## src/rtl/gmii_rx_framer.sv

```systemverilog
// gmii_rx_framer: strips preamble/SFD from a GMII receive stream, checks FCS and length,
// forwards the payload without the FCS and keeps saturating good/bad frame counters.
module gmii_rx_framer #(
    parameter int MIN_LEN = 64,
    parameter int MAX_LEN = 1518
) (
    input  logic        clk,
    input  logic        rst,
    input  logic        gmii_rx_dv,
    input  logic [7:0]  gmii_rxd,
    output logic        rx_valid,
    output logic [7:0]  rx_data,
    output logic        rx_sof,
    output logic        frame_done,
    output logic        frame_ok,
    output logic        crc_err,
    output logic        len_err,
    output logic [15:0] frame_len,
    output logic        pre_err,
    output logic [15:0] good_cnt,
    output logic [15:0] bad_cnt
);
    typedef enum logic [1:0] {IDLE, PREAMBLE, DROP, DATA} state_t;

    state_t           state;
    logic             dv_q;
    logic [7:0]       rxd_q;
    logic [2:0]       pre_cnt;
    logic [31:0]      crc;
    logic [15:0]      byte_cnt;
    logic [3:0][7:0]  dl;
    logic [2:0]       dl_cnt;
    logic             sof_pend;
    logic [31:0]      crc_next;
    logic             crc_bad;
    logic             len_bad;
    logic [1:0]       bad_inc;
    logic [16:0]      bad_sum;

    function automatic logic [31:0] crc_byte(input logic [31:0] c, input logic [7:0] d);
        logic [31:0] r;
        r = c;
        for (int i = 0; i < 8; i++)
            r = (r[0] ^ d[i]) ? ((r >> 1) ^ 32'hEDB88320) : (r >> 1);
        return r;
    endfunction

    assign crc_next = crc_byte(crc, rxd_q);
    // Running over the FCS too leaves the fixed CRC-32 residue on a good frame
    assign crc_bad  = crc != 32'hDEBB20E3;
    assign len_bad  = (byte_cnt < 16'(MIN_LEN)) || (byte_cnt > 16'(MAX_LEN));
    assign bad_inc  = {1'b0, frame_done & ~frame_ok} + {1'b0, pre_err};
    assign bad_sum  = {1'b0, bad_cnt} + 17'(bad_inc);

    always_ff @(posedge clk or posedge rst) begin
        if (rst) begin
            state      <= IDLE;
            dv_q       <= 1'b0;
            rxd_q      <= '0;
            pre_cnt    <= '0;
            crc        <= 32'hFFFFFFFF;
            byte_cnt   <= '0;
            dl         <= '0;
            dl_cnt     <= '0;
            sof_pend   <= 1'b0;
            rx_valid   <= 1'b0;
            rx_data    <= '0;
            rx_sof     <= 1'b0;
            frame_done <= 1'b0;
            frame_ok   <= 1'b0;
            crc_err    <= 1'b0;
            len_err    <= 1'b0;
            frame_len  <= '0;
            pre_err    <= 1'b0;
            good_cnt   <= '0;
            bad_cnt    <= '0;
        end else begin
            dv_q       <= gmii_rx_dv;
            rxd_q      <= gmii_rxd;
            rx_valid   <= 1'b0;
            rx_sof     <= 1'b0;
            frame_done <= 1'b0;
            pre_err    <= 1'b0;
            // Counters follow the registered status strobes one cycle later
            good_cnt   <= good_cnt + 16'(frame_done & frame_ok & ~&good_cnt);
            bad_cnt    <= bad_sum[16] ? 16'hFFFF : bad_sum[15:0];
            case (state)
                IDLE: begin
                    if (dv_q && rxd_q == 8'h55) begin
                        state   <= PREAMBLE;
                        pre_cnt <= 3'd1;
                    end else if (dv_q) begin
                        pre_err <= 1'b1;
                        state   <= DROP;
                    end
                end
                PREAMBLE: begin
                    if (!dv_q) begin
                        pre_err <= 1'b1;
                        state   <= IDLE;
                    end else if (rxd_q == 8'hD5) begin
                        state    <= DATA;
                        crc      <= 32'hFFFFFFFF;
                        byte_cnt <= '0;
                        dl_cnt   <= '0;
                        sof_pend <= 1'b1;
                    end else if (rxd_q == 8'h55 && pre_cnt < 3'd7) begin
                        pre_cnt <= pre_cnt + 3'd1;
                    end else begin
                        pre_err <= 1'b1;
                        state   <= DROP;
                    end
                end
                DROP: begin
                    if (!dv_q)
                        state <= IDLE;
                end
                DATA: begin
                    if (dv_q) begin
                        crc      <= crc_next;
                        byte_cnt <= (&byte_cnt) ? byte_cnt : byte_cnt + 16'd1;
                        dl       <= {dl[2:0], rxd_q};
                        // Holding back 4 bytes keeps the FCS from ever reaching the output
                        if (dl_cnt == 3'd4) begin
                            rx_valid <= 1'b1;
                            rx_data  <= dl[3];
                            rx_sof   <= sof_pend;
                            sof_pend <= 1'b0;
                        end else begin
                            dl_cnt <= dl_cnt + 3'd1;
                        end
                    end else begin
                        frame_done <= 1'b1;
                        frame_len  <= (byte_cnt < 16'd4) ? '0 : byte_cnt - 16'd4;
                        crc_err    <= crc_bad;
                        len_err    <= len_bad;
                        frame_ok   <= ~crc_bad & ~len_bad;
                        state      <= IDLE;
                    end
                end
                default: state <= IDLE;
            endcase
        end
    end
endmodule

```

## config.mk

```make
export PLATFORM = sky130hd
export DESIGN_NAME = gmii_rx_framer
export DESIGN_NICKNAME = d
export VERILOG_FILES = /design/src/rtl/gmii_rx_framer.sv
export SDC_FILE = /design/constraint.sdc
export NUM_CORES = 1
export LEC_CHECK = 0
export ABC_AREA = 1
export BUFFER_PORTS_ARGS = -buffer_cell sky130_fd_sc_hd__buf_2
export CORE_MARGIN = 2
export CORE_UTILIZATION = 55
export CTS_BUF_LIST = sky130_fd_sc_hd__clkbuf_8
export DETAILED_ROUTE_END_ITERATION = 6
export GPL_ROUTABILITY_DRIVEN = 0
export HOLD_SLACK_MARGIN = 0.03
export PLACE_DENSITY = 0.71
export SYNTH_ARGS = -nofsm -noshare
export SYNTH_HDL_FRONTEND = slang
export SYNTH_SLANG_ARGS = --single-unit
export TNS_END_PERCENT = 30
```

## constraint.sdc

```tcl
create_clock -name clk -period 7.5 [get_ports clk]
set_input_delay 1.5 -clock clk [delete_from_list [all_inputs] [get_ports clk]]
set_output_delay 1.5 -clock clk [all_outputs]
set_load 0.05 [all_outputs]
```

==> results.cfg <==
[run_status]
outcome = finished, final reports clean

[cts]
numCtsBuffers = 17
cts_buffer_depth = 2
cts_setup_buffers = 0
clk_latency_ns = 0.47
ctsResizeCount = 0
cts.sinks = 161
htreeDepth = 4
postCtsHoldBufs = 0
root_buffer = clkbuf_8
clk_pin_slew_ns = 0.10
cts_tree = built

[sta]
fin_crit_ns = 2.84
skew_ns = 0.0143
finalSetupTns_ns = 0
hold_viol_final = 0
setup_violations = 0
final-max-slew-violation-count = 0
post-route-period-util_pct = 37.8
slew_headroom_pct = 41.1
fmax_mhz = 352
worstMarginPinSlew_ns = 0.883
hold_ws_ns = 0.477
rsz0062_at_grt = no

[setup_path]
cp.arrival_ns = 3.21
cp_slowest_cell = nor2_1
crit_cells = 8
crit_fanout = 45
rr_worst_depth = 8
path_delay_family = buffers and inverters
critPathLaunchType = flop
critPathMaxStageDelay_ns = 0.63
required_ns = 7.87
crit_path_start = dv_q
rr_endpoint = rx_data[2]
rrSetupSlack_ns = 4.66
worstSetupEndpointType = flop
worstPathCellList = inv_1 -> nor2_4 -> buf_4 -> inv_2 -> nor2_1 -> inv_2 -> nand2_1 -> nand2_1
critPathBufInv = 4
crit_path_end = rx_data[2]
path_class = reg -> reg
worstReg2RegStart = dv_q

[logic_synthesis]
synth_commonest_cells = nand2_1, dfrtp_1, inv_1
yosys_warnings = 0
ys_seq_elements = 161
synth_cells = 1089
syn_avg_cell_area_um2 = 7.85
synth_edf_count = 0
synth_cell_type_count = 49
async_flop_share_pct = 100
synth_most_common_cell = nand2_1
synth_top_area_share_pct = 37.8
syn_area_mm2 = 0.00855
yosysSeqAreaShare_pct = 47.6
synth_top_area_cell = dfrtp_1
synthTopCellsByArea = dfrtp_1, nand2_1, dfstp_2
syn_nets = 1110
ys.flop_type = dfrtp_1

[grt]
grt_pass1_vias = 6451
grt_pass1_wl_um = 30900
grt_max_degree = 105
grt-ovfl-total = 0
track_usage_pct = 23.4
antenna_found_initial = 0

[worst_hold_path]
hold_path_startpoint = dl[26]
min_path_type = reg -> reg

[power_and_ir_drop]
p_int_uw = 1290
seqPwrFrac_pct = 50.1
ir_drop_mv = 0.134
p_sw_uw = 632
p_leak_uw = 0.00502
comb_power_share_pct = 16.7
swShare_pct = 32.9
power_density_mw_per_mm2 = 204
p_clk_share_pct = 33.2

[detailed_routing]
vias = 7125
drt_iter0_drc = 512
drt-total-wl_um = 18400
post_drt_wl_per_cell_um = 13.6
ant_nets = 0
vias_per_cell = 5.26
first_pass_iters = 6
drc = 0

[layout]
area_delta_synth_final_pct = 10.0
multi_input_area_mm2 = 0.00390
drive_gt1_share_pct = 16.6
fillCellCount = 1373
antenna_cells = 0
seq_area_mm2 = 0.00407
nets = 1175

[flow_run]
max_cap_viol_count = 0

[floorplanning]
io_pins = 74
core.rowCount = 45
start_util_pct = 56.2
fp.dieH_um = 129
dieWidth_um = 129
die_area_mm2 = 0.0166
core_mm2 = 0.0152

[placed_design]
dp_hpwl_um = 13000
portBuffers = 73
## cells in the final DEF, fill, tap and decap left out, drive strengths merged, types with 3 or more instances in the layout
cell type / instances
buf: 75
a21oi: 12
ha: 9
a31oi: 3
nand4: 18
or2: 10
nor4: 6
clkbuf: 17
nand3: 76
o21ai: 62
o22ai: 10
nand2: 406
nor2: 82
dfrtp: 129
a211oi: 3
xor2: 44
dfstp: 32
nor3: 18
xnor2: 16
inv: 124
## metal layers
layer	routed length [um]	up-vias	GRT usage (%)
met1	8680	3327	32.1
met4	418	0	9.40
met3	861	33	3.83
met5	0	-	0
met2	8450	183	37.6
li1	-	3582	-
## flip-flops by register name, indices dropped and copies added (netlist names), 2 cells and up
register / cells
good_cnt: 16
byte_cnt: 16
bad_cnt: 16
state: 2
rx_data: 8
frame_len: 16
dl_cnt: 3
rxd_q: 8
pre_cnt: 3
dl: 32
crc: 32
## through the flow
stage / cell area (um2) / util [%] / total power [uW] / setup WS, ns / cells
floorplan: 8550 / - / 1220 / 1.70 / 1089
global placement: 9010 / 59.3 / 1290 / 4.42 / 1323
detailed placement: 9010 / 59.3 / 1300 / 4.42 / 1323
CTS: 9400 / 61.9 / 1940 / 4.63 / 1355
global route: 9400 / 61.9 / 2020 / 4.38 / 1355
finish: 9400 / 61.9 / 1920 / 4.66 / 1355
## worst reg2reg max path, cell delays in order (launching register included)
cell	delay, ns
dfrtp_1	0.59
inv_1	0.17
nor2_4	0.12
buf_4	0.41
inv_2	0.43
nor2_1	0.64
inv_2	0.20
nand2_1	0.13
nand2_1	0.05
## layout make-up
cell class                 count  area share [%]
clock buffer                  17            2.49
sequential                   161            43.3
inverter                     112            4.55
tap                          188            2.50
timing repair buffer          75            4.04
multi-input combinational    787            41.5
clock inverter                15            1.66
## worst min-delay path by stage
stage | endpoint | slack [ns] | cells past startpoint
final | dl[26] | 0.48 | 2
after global routing | dl[26] | 0.50 | 2
after CTS | dl[10] | 0.48 | 2
after detailed placement | dl[22] | 0.46 | 2
after global placement | rx_data[4] | 0.45 | 2
after floorplan | dl[10] | 0.44 | 2
## kinds of logic (layout without fill, tap and decap cells)
group	after synthesis	after routing	synth area share (%)
and+or+nand+nor	621	621	31.2
AOI/OAI and AO/OA	96	96	6.69
buffers and inverters	141	219	6.75
adders and majority gates	10	10	1.55
xor gates and xnor gates	60	60	6.24
DFF	161	161	47.6
## power groups by stage
stage | registers [uW] | logic, uW | clock network (uW)
finish | 964 | 320 | 638
detailed placement | 980 | 316 | 0
global route | 971 | 361 | 691
CTS | 964 | 320 | 659
floorplan | 1030 | 193 | 0
global placement | 979 | 313 | 0
Power figures use the tool's default switching activity.
